**src/rtl/bcd_ctrl_pkg.sv**
```systemverilog
// Shared state encoding and BCD constants for the stopwatch count controller.
package bcd_ctrl_pkg;

   typedef enum logic [1:0] {
      ST_IDLE  = 2'd0,
      ST_RUN   = 2'd1,
      ST_PAUSE = 2'd2,
      ST_OVF   = 2'd3
   } ctrl_state_t;

   localparam logic [11:0] BCD_MAX  = 12'h999;
   localparam logic [11:0] BCD_ZERO = 12'h000;

endpackage

```
**src/rtl/bcd_tick_gen.sv**
```systemverilog
// Prescaler that issues a registered one-cycle tick every DIV enabled cycles.
// A disabled prescaler holds its residual count so a resume continues the period.
module bcd_tick_gen #(
   parameter int DIV = 50000
) (
   input  logic Clk,
   input  logic Rst,
   input  logic en,
   input  logic clr,
   output logic tick
);

   localparam int PW = (DIV > 1) ? $clog2(DIV) : 1;
   localparam logic [PW-1:0] LAST = PW'(DIV - 1);

   logic [PW-1:0] psc;

   always_ff @(posedge Clk or posedge Rst) begin
      if (Rst) begin
         psc  <= '0;
         tick <= 1'b0;
      end else if (clr) begin
         psc  <= '0;
         tick <= 1'b0;
      end else if (en) begin
         tick <= (psc == LAST);
         psc  <= (psc == LAST) ? '0 : psc + PW'(1);
      end else begin
         tick <= 1'b0;
      end
   end

endmodule

```
**src/rtl/bcd_count_ctrl.sv**
```systemverilog
// Run/pause/clear sequencer for a 3-digit BCD stopwatch counter chain.
//   state    | meaning
//   ST_IDLE  | stopped, prescaler zero
//   ST_RUN   | prescaler running, count ticks issued
//   ST_PAUSE | prescaler frozen at its residual value
//   ST_OVF   | counter wrapped past 999, halted until Clear
module bcd_count_ctrl
   import bcd_ctrl_pkg::*;
#(
   parameter int DIV = 50000
) (
   input  logic        Clk,
   input  logic        Rst,
   input  logic        Start,
   input  logic        Stop,
   input  logic        Clear,
   input  logic        Lap,
   input  logic [11:0] Cnt_Q,
   input  logic        Cnt_Cout,
   output logic        Cnt_Cin,
   output logic        Cnt_Clr,
   output logic [11:0] Disp_Q,
   output logic        Running,
   output logic        Ovf
);

   ctrl_state_t state, state_nxt;
   logic        ovf_evt;
   logic        cmd_start;
   logic        cmd_lap;
   logic        tick_en;
   logic        lap_hold;
   logic        counting;

   // Only the highest-priority pulse of a cycle is acted on.
   assign ovf_evt   = Cnt_Cin && Cnt_Cout;
   assign cmd_start = Start && !Stop;
   assign cmd_lap   = Lap && !Start && !Stop;
   assign counting  = (state == ST_RUN) || (state == ST_PAUSE);

   always_comb begin
      state_nxt = state;
      if (Clear) begin
         state_nxt = ST_IDLE;
      end else if (ovf_evt) begin
         state_nxt = ST_OVF;
      end else begin
         case (state)
            ST_IDLE, ST_PAUSE: if (cmd_start) state_nxt = ST_RUN;
            ST_RUN:            if (Stop)      state_nxt = ST_PAUSE;
            default:           state_nxt = state;
         endcase
      end
   end

   // Prescaler only advances on edges that keep us in RUN, so a tick
   // can never land after Stop, Clear or overflow.
   assign tick_en = (state == ST_RUN) && (state_nxt == ST_RUN);

   bcd_tick_gen #(.DIV(DIV)) u_tick_gen (
      .Clk  (Clk),
      .Rst  (Rst),
      .en   (tick_en),
      .clr  (Clear),
      .tick (Cnt_Cin)
   );

   always_ff @(posedge Clk or posedge Rst) begin
      if (Rst) begin
         state    <= ST_IDLE;
         lap_hold <= 1'b0;
         Disp_Q   <= BCD_ZERO;
         Cnt_Clr  <= 1'b0;
      end else begin
         state   <= state_nxt;
         Cnt_Clr <= Clear;
         if (Clear) begin
            lap_hold <= 1'b0;
            Disp_Q   <= BCD_ZERO;
         end else if (ovf_evt) begin
            lap_hold <= 1'b0;
            Disp_Q   <= BCD_MAX;
         end else begin
            if (cmd_lap && counting) lap_hold <= !lap_hold;
            if (!lap_hold && counting) Disp_Q <= Cnt_Q;
         end
      end
   end

   assign Running = (state == ST_RUN);
   assign Ovf     = (state == ST_OVF);

endmodule

```
**config.mk**
```make
export PLATFORM = sky130hd
export DESIGN_NAME = bcd_count_ctrl
export DESIGN_NICKNAME = d
export VERILOG_FILES = /design/src/rtl/bcd_ctrl_pkg.sv /design/src/rtl/bcd_tick_gen.sv /design/src/rtl/bcd_count_ctrl.sv
export SDC_FILE = /design/constraint.sdc
export NUM_CORES = 1
export LEC_CHECK = 0
export BUFFER_PORTS_ARGS = -buffer_cell sky130_fd_sc_hd__buf_2
export CAP_MARGIN = 20
export CORE_ASPECT_RATIO = 1.75
export CORE_UTILIZATION = 49
export DETAILED_ROUTE_END_ITERATION = 10
export GPL_TIMING_DRIVEN = 0
export PLACE_DENSITY = 0.75
export SYNTH_ARGS = -nofsm -noshare
export SYNTH_HDL_FRONTEND = slang
export SYNTH_SLANG_ARGS = --single-unit
```
**constraint.sdc**
```tcl
create_clock -name Clk -period 2 [get_ports Clk]
set_input_delay 0.4 -clock Clk [delete_from_list [all_inputs] [get_ports Clk]]
set_output_delay 0.4 -clock Clk [all_outputs]
set_load 0.005 [all_outputs]
```
## Word-level counts from Yosys, hierarchy flattened

Cells that the tools add are included.
Widths: inputs -> output; s select.

| word-level totals | value |
|---|---|
| word-level logic and storage cells | 44 |
| input port bits | 19 |
| output and inout bits | 16 |
| bits in registers | 33 |

| operators by class | value |
|---|---|
| reduce and logical (&&, ||, !) cells | 16 |
| add/sub/neg operators | 1 |
| multiplexer cells | 16 |
| equal/unequal tests | 5 |

Operators by type and width:

| kind | count |
|---|---|
| $mux 16 | 3 |
| $mux 12 | 3 |
| $add 16x1->16 const B | 1 |
| $eq 16x16->1 const B | 1 |
| $mux 2 | 4 |
| $logic_and 1x1->1 | 7 |
| $reduce_bool 3->1 | 2 |
| $mux 1 | 5 |
| $eq 2x1->1 const B | 2 |
| $eq 2x2->1 const B | 2 |
| $pmux 2 s2 | 1 |
| $logic_not 1->1 | 3 |
| $logic_not 2->1 | 1 |
| $reduce_bool 2->1 | 1 |
| $reduce_or 2->1 | 1 |
| $logic_or 1x1->1 | 1 |

## Depth between registers and ports, before layout

Gate-level depths: netlist of run 1.

| depth | value |
|---|---|
| word-level depth | 10 |
| mapped depth | 8 |

## Cells and area by module

A second synthesis of run 1 with hierarchy kept.

| unflattened totals | value |
|---|---|
| cells, all modules | 188 |
| area, all modules | 1813.0 um2 |

Modules (own cells, without submodules):

| module | area each (um2) | cells an instance | times used |
|---|---|---|---|
| bcd_tick_gen | 977.2 | 103 | 1 |
| bcd_count_ctrl | 835.8 | 85 | 1 |

## Least setup slack after synthesis of run 1

No wires, ideal clock.

| timing path | value |
|---|---|
| kind | register to register |
| start point | register state[0] |
| end point | register u_tick_gen.psc[12] |
| required time | 1.880 ns |
| stages on the path, launching flop included | 8 |
| slack | 0.020 ns |
| path buffers | 0 |
| setup time | 0.120 ns |
| data arrival time | 1.859 ns |
| period minus slack after synthesis | 1.980 ns |
| cell sequence | dfrtp_1 inv_1 ha_1 or2_0 a31oi_2 nor4_1 a311oi_1 a41o_1 |

| between the ends | value |
|---|---|
| word-level cells in the longest chain between the ends | 8 |
| elaborated cells between the ends (all ways) | 12 |
| classes of those cells | 3 x eq/ne; 5 x mux; 4 x reduce/logical |

RTL lines:

| item | RTL line | source |
|---|---|---|
| start: declaration | bcd_count_ctrl.sv:27 | `ctrl_state_t state, state_nxt;` |
| start signal: assignment | bcd_count_ctrl.sv:75 | `state <= state_nxt;` |
| $eq 2x2->1 / $logic_not 2->1 (equally long branches) | bcd_count_ctrl.sv:48 | `case (state)` |
| $reduce_or 2->1 | bcd_count_ctrl.sv:48 |  |
| $pmux 2 s2 | bcd_count_ctrl.sv:48 |  |
| $mux 2 | bcd_count_ctrl.sv:45 | `end else if (ovf_evt) begin` |
| $mux 2 | bcd_count_ctrl.sv:43 | `if (Clear) begin` |
| $eq 2x1->1 | bcd_count_ctrl.sv:58 | `assign tick_en = (state == ST_RUN) && (state_nxt == ST_RUN);` |
| $logic_and 1x1->1 * | bcd_count_ctrl.sv:58 |  |
| $reduce_bool 2->1 (no source line) * | -- |  |
| end signal: assignment | bcd_tick_gen.sv:27 | `psc <= (psc == LAST) ? '0 : psc + PW'(1);` |
| end: declaration | bcd_tick_gen.sv:16 | `logic [PW-1:0] psc;` |

Every way passes the cells marked *; elsewhere a longest branch is shown, timed or not.
A chain may end at the register's enable or synchronous reset.

## Worst setup path after layout of run 1

| timing path | value |
|---|---|
| start point | register state[0] |
| end point | register u_tick_gen.psc[3] |

Same word-level chain as after synthesis.

==> results of run 1 <==
## layout make-up
class / instances / area, sq um
repair buffers: 45 / 277
well taps: 45 / 56.3
clock buffers: 7 / 86.3
multi-input cells: 146 / 966
fillers: 310 / 1130
clock inverters: 1 / 30.0
flip-flops and latches: 33 / 828
inverters: 6 / 22.5
plain buffers: 7 / 41.3
## worst paths after layout
kind | startpoint | to | cells after the start
hold reg to reg | Disp_Q[6] | Disp_Q[6] | 2
setup / recovery | state[0] | u_tick_gen.psc[3] | 8
max in group asynchronous | Rst | state[1] | 3
setup reg to reg | state[0] | u_tick_gen.psc[3] | 8
hold / removal | Rst | u_tick_gen.psc[0] | 2
min in group Clk | Clear | Cnt_Clr | 1
## registers in the layout, indices dropped and copies added, names as in the netlist
| register | flops |
|---|---|
| Cnt_Clr | 1 |
| u_tick_gen.psc | 16 |
| lap_hold | 1 |
| state | 2 |
| Disp_Q | 12 |
| u_tick_gen.tick | 1 |
## routing by layer
layer  global-route usage  part of all wire  wire [um]  vias to the layer above
met5                    0                 0          0                        -
met4                0.114             0.024        110                        0
met3               0.0571             0.050        225                       13
met2                0.399              0.54       2420                       71
met1                0.281              0.39       1770                      800
li1                     -                 -          -                      796
## report_power, final
part	internal [mW]	switching, mW	leakage [nW]
clock	0.406	0.251	0.0585
combinational	0.123	0.145	0.533
sequential	0.706	0.0331	0.448
total	1.23	0.429	1.04
## what timing repair did
item,4_1_cts,5_1_grt
pin swaps,0,7
hold buffers,0,0
cloned,0,2
gates resized for setup,11,9
setup endpoints to repair,13,13
buffers inserted,1,9
## layout by cell type, fill, tap and decap left out, drive strengths merged, types with 2 or more instances in the layout
master   n
a31oi   15
or2      2
nor2    13
nor4bb   2
buf     47
nor4     3
clkbuf  12
nand2b   2
or4b     2
nor2b    3
nand4    3
inv      6
ha       5
dfrtp   33
o31ai    2
and3     3
and4     4
nand4b   2
o21ai    3
or3      2
a21oi    8
nand3   16
nand2   35
xnor2    6
## cells by family (layout without fill, tap and decap cells)
group | count (synthesis) | after routing | synth area share
fa+ha+maj | 5 | 5 | 0.0352
flops | 33 | 33 | 0.465
simple gates | 98 | 99 | 0.295
compound gates | 35 | 36 | 0.137
buf+inv | 14 | 66 | 0.0387
xor+xnor | 6 | 6 | 0.0296
## worst max-delay path: stages (launching register included)
cell and delay, ns:
dfrtp_2 0.42, buf_6 0.12, ha_4 0.15, and2b_2 0.18, nand3b_4 0.12, or2_1 0.26
buf_6 0.14, or3_4 0.35, a31oi_1 0.12
## through the flow
stage | cell area (sq um) | total power [mW] | hold slack (ns) | TNS (ns)
floorplan | 1780 | 0.882 | 0.431 | 0
global placement | 2000 | 0.960 | 0.508 | -1.28
detailed placement | 2030 | 0.971 | 0.491 | -1.62
CTS | 2180 | 1.64 | 0.189 | 0
global route | 2310 | 1.73 | 0.220 | -0.0279
finish | 2310 | 1.66 | 0.165 | 0
==> impl_metrics.json, run 1 <==
{
  "drt_iter0_markers": 23,
  "wirelength_um": 4530,
  "die_w_um": 47.5,
  "async_reset_ff_frac": 1.00,
  "core-area_sq_um": 3430,
  "post-route-drc-count": 0,
  "critical_path_class": "reg2reg",
  "syn_nets": 215,
  "yosys_warnings": 0,
  "setup.worst_path.start_class": "register",
  "status": "complete, no violations",
  "fmax_mhz": 517,
  "cts_buffers": 5,
  "cts_tree": "built",
  "area_growth_pct": 29.9,
  "crit_arrival_ns": 2.14,
  "synthTopCellsByArea": "dfrtp_1, nand2_1, a31oi_1",
  "overflow": 0,
  "drt-pass1-iter-count": 6,
  "rsz0062_at_grt": "yes",
  "slew_headroom": 0.605,
  "power.density_nw_per_um2": 721,
  "synth_seq_cells": 33,
  "r2r_setup_slack_ns": 0.07,
  "worstSkewPairLatency_ns": 0.29,
  "synth.most_common_cell": "nand2_1",
  "hold_violations": 0,
  "clk_path_buf_depth": 2,
  "cts-htree-levels": 2,
  "max-cap-violations": 0,
  "final.period_utilization": 0.966,
  "grt_util_all_layers": 0.241,
  "routed_via_density": 5.79,
  "antenna_found_initial": 0,
  "final_cells": 290,
  "yosysSeqAreaShare": 0.465,
  "wl_per_cell_um": 15.6,
  "setup_ws_ns": 0.0671,
  "clock-root-buffer": "clkbuf_8",
  "crit_fanout": 9,
  "ir_drop_mv": 0.483,
  "num_vias": 1680,
  "period_needed_ns": 1.93,
  "skew_ns": 0.00408,
  "synth_edf_count": 0,
  "setup_viol": 0,
  "io_pins": 35,
  "initial_core_util": 0.517,
  "clk_pin_slew_ns": 0.07,
  "hold_path_class": "in2async",
  "utilization": 0.672,
  "grt_max_degree": 22,
  "grt_pass1_wl_um": 6730,
  "place_hpwl_um": 2910,
  "synth_top_cell_area_share": 0.465,
  "synth_commonest_cells": "nand2_1, dfrtp_1, nand3_1",
  "synth.largest_area_cell": "dfrtp_1",
  "leakagePower_nw": 1.04,
  "ys_types": 42,
  "diodes": 0,
  "pre_cts_slack_ns": -0.263,
  "gp_congestion": 0.869,
  "synthFlopType": "dfrtp_1",
  "synthCells": 191,
  "netlist_area_sq_um": 1780,
  "port_buffers": 34,
  "dp.cells": 271,
  "rows": 28,
  "slew_viol_final": 0,
  "grt_pass1_vias": 1498,
  "layout.nets": 268,
  "dieHeight_um": 81.7,
  "worst_ep_required_time_ns": 2.21,
  "antenna_left": 0,
  "end_kind": "register",
  "die_area_sq_um": 3880,
  "avgSynthCellArea_sq_um": 9.30,
  "drive_gt1_frac": 0.306,
  "cts.sinks": 33,
  "tightest_slew_ns": 0.591
}
(Power assumes the default switching activity.)
==> run 2, diff against run 1 <==
==> constraint.sdc (replaced) <==
create_clock -name Clk -period 1.6 [get_ports Clk]
set_input_delay 0.32 -clock Clk [delete_from_list [all_inputs] [get_ports Clk]]
set_output_delay 0.32 -clock Clk [all_outputs]
set_load 0.005 [all_outputs]
==> run 2 against run 1 <==
Effect of this change:
- the run now ends with setup timing left
- routed wire length rose by 9.6%
- largest cell class unchanged
- core utilization rose by 6.3 points
- combinational power rose by 46%
==> impl_metrics.json, run 2 (synthesized netlist as in run 1, its figures left out) <==
{
  "crit_arrival_ns": 2.08,
  "violations": "setup timing",
  "layout.nets": 278,
  "pre_cts_slack_ns": -0.355,
  "clock-root-buffer": "clkbuf_8",
  "power.density_nw_per_um2": 770,
  "grt_max_degree": 18,
  "ir_drop_mv": 0.734,
  "skew_ns": 0.00315,
  "drt_iter0_markers": 60,
  "max-cap-violations": 0,
  "end_kind": "register",
  "period_needed_ns": 1.93,
  "worstSkewPairLatency_ns": 0.29,
  "routed_via_density": 5.77,
  "cts_tree": "built",
  "num_vias": 1731,
  "wl_per_cell_um": 16.5,
  "leakagePower_nw": 1.11,
  "setup.worst_path.start_class": "register",
  "r2r-start": "state[1]",
  "die_area_sq_um": 3880,
  "placed_cell_area_sq_um": 2120,
  "initial_core_util": 0.517,
  "fmax_mhz": 518,
  "setup_ws_ns": -0.330,
  "fin_area_sq_um": 2520,
  "r2r_setup_slack_ns": -0.33,
  "dieHeight_um": 81.7,
  "wirelength_um": 4960,
  "grt_pass1_wl_um": 7470,
  "met2_usage": 0.462,
  "place_hpwl_um": 3040,
  "gp_congestion": 0.869,
  "use_met3": 0.0615,
  "cts.sinks": 33,
  "final-seq-area_sq_um": 830,
  "rsz0062_at_grt": "yes",
  "grt_use_met1": 0.311,
  "top_register": "u_tick_gen.psc",
  "area_growth_pct": 42.0,
  "final_common_cell": "nand2_1",
  "p_total_mw": 1.94,
  "grt_busiest_layer": "met2",
  "whs_ns": 0.149,
  "port_buffers": 34,
  "die_w_um": 47.5,
  "grt_pass1_vias": 1664,
  "slew_headroom": 0.502,
  "diodes": 0,
  "overflow": 0,
  "slew_viol_final": 0,
  "rows": 28,
  "drive_gt1_frac": 0.427,
  "crit_path_start": "state[1]",
  "final.period_utilization": 1.21,
  "mostFrequentLayoutCells": "nand2_1, buf_2, dfrtp_1",
  "crit_fanout": 5,
  "hold_path_class": "in2async",
  "clk_path_buf_depth": 2,
  "critical_path_class": "reg2reg",
  "multi_input_comb_area_sq_um": 1080,
  "antenna_left": 0,
  "fin_setup_tns_ns": -5.16,
  "largest_register_ffs": 16,
  "clk_pin_slew_ns": 0.07,
  "n_fill_cell": 259,
  "cts_buffers": 5,
  "cts_hold_buffers": 0,
  "core-area_sq_um": 3430,
  "antenna_found_initial": 0,
  "grt_util_all_layers": 0.274,
  "hold_violations": 0,
  "io_pins": 35,
  "worst_ep_required_time_ns": 1.75,
  "post-route-drc-count": 0,
  "drt-pass1-iter-count": 4,
  "setup_viol": 19,
  "tightest_slew_ns": 0.746,
  "cts-htree-levels": 2,
  "top_regs": "u_tick_gen.psc (16), Disp_Q (12), state (2)",
  "status": "complete, but fails checks"
}
run 2: cell count changes in the layout (fill, tap and decap cells not counted), sizes merged:
cell	delta
buf	+13
clkbuf	-2
bufinv	-1
clkinvlp	+1
or4b	-1
run 2: worst paths after layout:
check / to / cells past startpoint
hold / removal: Disp_Q[3] / 2
min in group Clk: Cnt_Clr / 1
setup / recovery: u_tick_gen.psc[7] / 7
setup reg to reg: u_tick_gen.psc[7] / 7
max in group asynchronous: state[1] / 3
hold reg to reg: Disp_Q[10] / 2
run 2: metrics by stage:
stage / instances / utilization
floorplan: 191 / -
CTS: 290 / 0.686
global placement: 270 / 0.610
global route: 300 / 0.735
detailed placement: 271 / 0.618
finish: 300 / 0.735
run 2: per-layer routing:
metal,wire length (um),part of all wire
met5,0,0
met4,138,0.028
met3,186,0.038
met2,2770,0.56
met1,1870,0.38
run 2: cell type report:
cell class              instances  area share
inverters                       6     0.00893
plain buffers                   7      0.0238
flip-flops and latches         33       0.329
clock inverters                 1     0.00298
multi-input cells             145       0.430
repair buffers                 56       0.153
well taps                      45      0.0223
clock buffers                   7      0.0303
run 2: timing repair:
| item | in CTS | in global routing |
|---|---|---|
| setup endpoints to repair | 28 | 31 |
| gates cloned | 2 | 1 |
| gates resized for setup | 11 | 23 |
| buffers inserted | 10 | 9 |
| pin swaps | 6 | 10 |
run 2: worst max-delay path, stage by stage (launching register included):
cell	delay, ns
dfrtp_2	0.46
buf_6	0.14
ha_4	0.14
or2_4	0.27
a31oi_4	0.24
and4bb_2	0.30
xnor2_2	0.17
nor2_1	0.07
run 2: power by group:
part           switching, mW  internal (mW)
logic                  0.203          0.188
clock network          0.317          0.308
registers             0.0460          0.882
total                  0.565           1.38
==> run 3, diff against run 2 <==
--- a/config.mk
+++ b/config.mk
@@ -7,11 +7,12 @@
 export LEC_CHECK = 0
 export BUFFER_PORTS_ARGS = -buffer_cell sky130_fd_sc_hd__buf_2
 export CAP_MARGIN = 20
-export CORE_ASPECT_RATIO = 1.75
+export CORE_ASPECT_RATIO = 0.8
 export CORE_UTILIZATION = 49
 export DETAILED_ROUTE_END_ITERATION = 10
 export GPL_TIMING_DRIVEN = 0
 export PLACE_DENSITY = 0.75
+export SKIP_CTS_REPAIR_TIMING = 1
 export SYNTH_ARGS = -nofsm -noshare
 export SYNTH_HDL_FRONTEND = slang
 export SYNTH_SLANG_ARGS = --single-unit
==> run 3 against run 2 <==
Effect of this change:
- the flow still finishes with violations (setup timing)
- sequential cell count is the same
- via count increased by 4.2%
- core utilization increased by 3.7 points
- register-to-register slack got worse by 0.14 ns
- clock power grew 32%
- clock-buffer cell count unchanged
- first-iteration DRC count grew to 2.9 times the previous value
- design area rose by 5.5%
- critical endpoint is now u_tick_gen.psc[4]
==> impl_metrics.json, run 3 (synthesized netlist as in run 1, its figures left out) <==
{
  "status": "complete, but fails checks",
  "violations": "setup timing",
  "hold_path_class": "in2async",
  "r2r_end": "u_tick_gen.psc[4]",
  "crit_arrival_ns": 2.22,
  "setup.worst_path.start_class": "register",
  "critical_path_class": "reg2reg",
  "core-area_sq_um": 3450,
  "whs_ns": 0.0430,
  "final_cells": 303,
  "slew_viol_final": 0,
  "leakagePower_nw": 1.20,
  "initial_core_util": 0.515,
  "cts_tree": "built",
  "grt_pass1_wl_um": 7110,
  "layout.nets": 284,
  "post-route-drc-count": 0,
  "r2r-start": "u_tick_gen.psc[4]",
  "dp.cells": 268,
  "top_register": "u_tick_gen.psc",
  "drt_iter0_markers": 173,
  "setup_ws_ns": -0.471,
  "cts_buffers": 5,
  "cts.sinks": 33,
  "clk_pin_slew_ns": 0.07,
  "fmax_mhz": 483,
  "drt-pass1-iter-count": 4,
  "ir_drop_mv": 0.570,
  "top_regs": "u_tick_gen.psc (16), Disp_Q (12), state (2)",
  "mostFrequentLayoutCells": "nand2_1, buf_2, dfrtp_1",
  "diodes": 0,
  "worstSkewPairLatency_ns": 0.29,
  "utilization": 0.772,
  "critPathSlowestCell": "or4b_4",
  "area_growth_pct": 49.8,
  "r2r_setup_slack_ns": -0.47,
  "clk_path_buf_depth": 2,
  "routed_via_density": 5.95,
  "place_hpwl_um": 2970,
  "wl_per_cell_um": 17.3,
  "final.period_utilization": 1.29,
  "die_w_um": 69.3,
  "num_vias": 1804,
  "clock-root-buffer": "clkbuf_8",
  "largest_register_ffs": 16,
  "pre_cts_slack_ns": -0.403,
  "grt_util_all_layers": 0.234,
  "path_delay_family": "simple AND/OR/NAND/NOR gates",
  "gp_congestion": 0.809,
  "overflow": 0,
  "grt_max_degree": 25,
  "crit_fanout": 7,
  "skew_ns": 0.00780,
  "p_total_mw": 2.18,
  "critPathBufInv": 1,
  "n_fill_cell": 219,
  "antenna_left": 0,
  "slew_headroom": 0.621,
  "drive_gt1_frac": 0.437,
  "max-cap-violations": 0,
  "die_area_sq_um": 3870,
  "period_needed_ns": 2.07,
  "worst_ep_required_time_ns": 1.75,
  "cts-htree-levels": 2,
  "rows": 19,
  "max_stage_delay_ns": 0.60,
  "grt_pass1_vias": 1489,
  "crit_path_start": "u_tick_gen.psc[4]",
  "final_common_cell": "nand2_1",
  "end_kind": "register",
  "dieHeight_um": 55.9,
  "rsz0062_at_grt": "yes",
  "worst-r2r-cell-count": 6,
  "setup_viol": 18,
  "io_pins": 35,
  "hold_violations": 0,
  "tightest_slew_ns": 0.569,
  "cp_cell_sequence": "nor4_1 > nand4_1 > or4b_4 > buf_8 > nand4b_1 > a21oi_1",
  "wirelength_um": 5250,
  "antenna_found_initial": 0,
  "port_buffers": 34,
  "power.density_nw_per_um2": 819
}
## run 3: changes by cell type in the layout (fill, tap and decap cells not counted), sizes merged
cell / before / now
buf: 60 / 65
bufinv: 0 / 1
clkbuf: 10 / 11
clkinvlp: 1 / 0
## run 3: layout make-up
cell class / count / area (sq um) / share of cell area
multi-input cells: 145 / 1110 / 0.418
flip-flops and latches: 33 / 828 / 0.311
repair buffers: 62 / 469 / 0.176
clock buffers: 7 / 86.3 / 0.0324
plain buffers: 7 / 56.3 / 0.0212
well taps: 42 / 52.6 / 0.0197
clock inverters: 1 / 30.0 / 0.0113
inverters: 6 / 25.0 / 0.00940
## run 3: through the flow
| stage | area, sq um | setup TNS, ns |
|---|---|---|
| finish | 2660 | -6.10 |
| global route | 2660 | -7.21 |
| CTS | 2240 | -7.50 |
| detailed placement | 2120 | -7.23 |
| global placement | 2090 | -6.22 |
| floorplan | 1870 | -1.98 |
## run 3: how the worst max path moves through the flow
stage                                    end  slack [ns]  cells past startpoint
after floorplan            u_tick_gen.psc[3]       -0.20                      8
after global placement    u_tick_gen.psc[12]       -0.37                      7
after detailed placement  u_tick_gen.psc[11]       -0.40                      7
after CTS                 u_tick_gen.psc[12]       -0.41                      7
after global routing       u_tick_gen.psc[4]       -0.51                      6
final                      u_tick_gen.psc[4]       -0.47                      6
## run 3: per-layer routing
| metal | global-route usage | up-vias | wire length [um] |
|---|---|---|---|
| met3 | 0.0489 | 9 | 324 |
| met5 | 0 | - | 0 |
| li1 | - | 829 | - |
| met2 | 0.343 | 80 | 2570 |
| met1 | 0.349 | 886 | 2270 |
| met4 | 0.0729 | 0 | 83 |
## run 3: where the power goes
| part | internal [mW] | switching (mW) | total, mW |
|---|---|---|---|
| Combinational | 0.212 | 0.215 | 0.427 |
| Clock | 0.508 | 0.316 | 0.824 |
| Sequential | 0.882 | 0.0472 | 0.929 |
| Total | 1.60 | 0.578 | 2.18 |
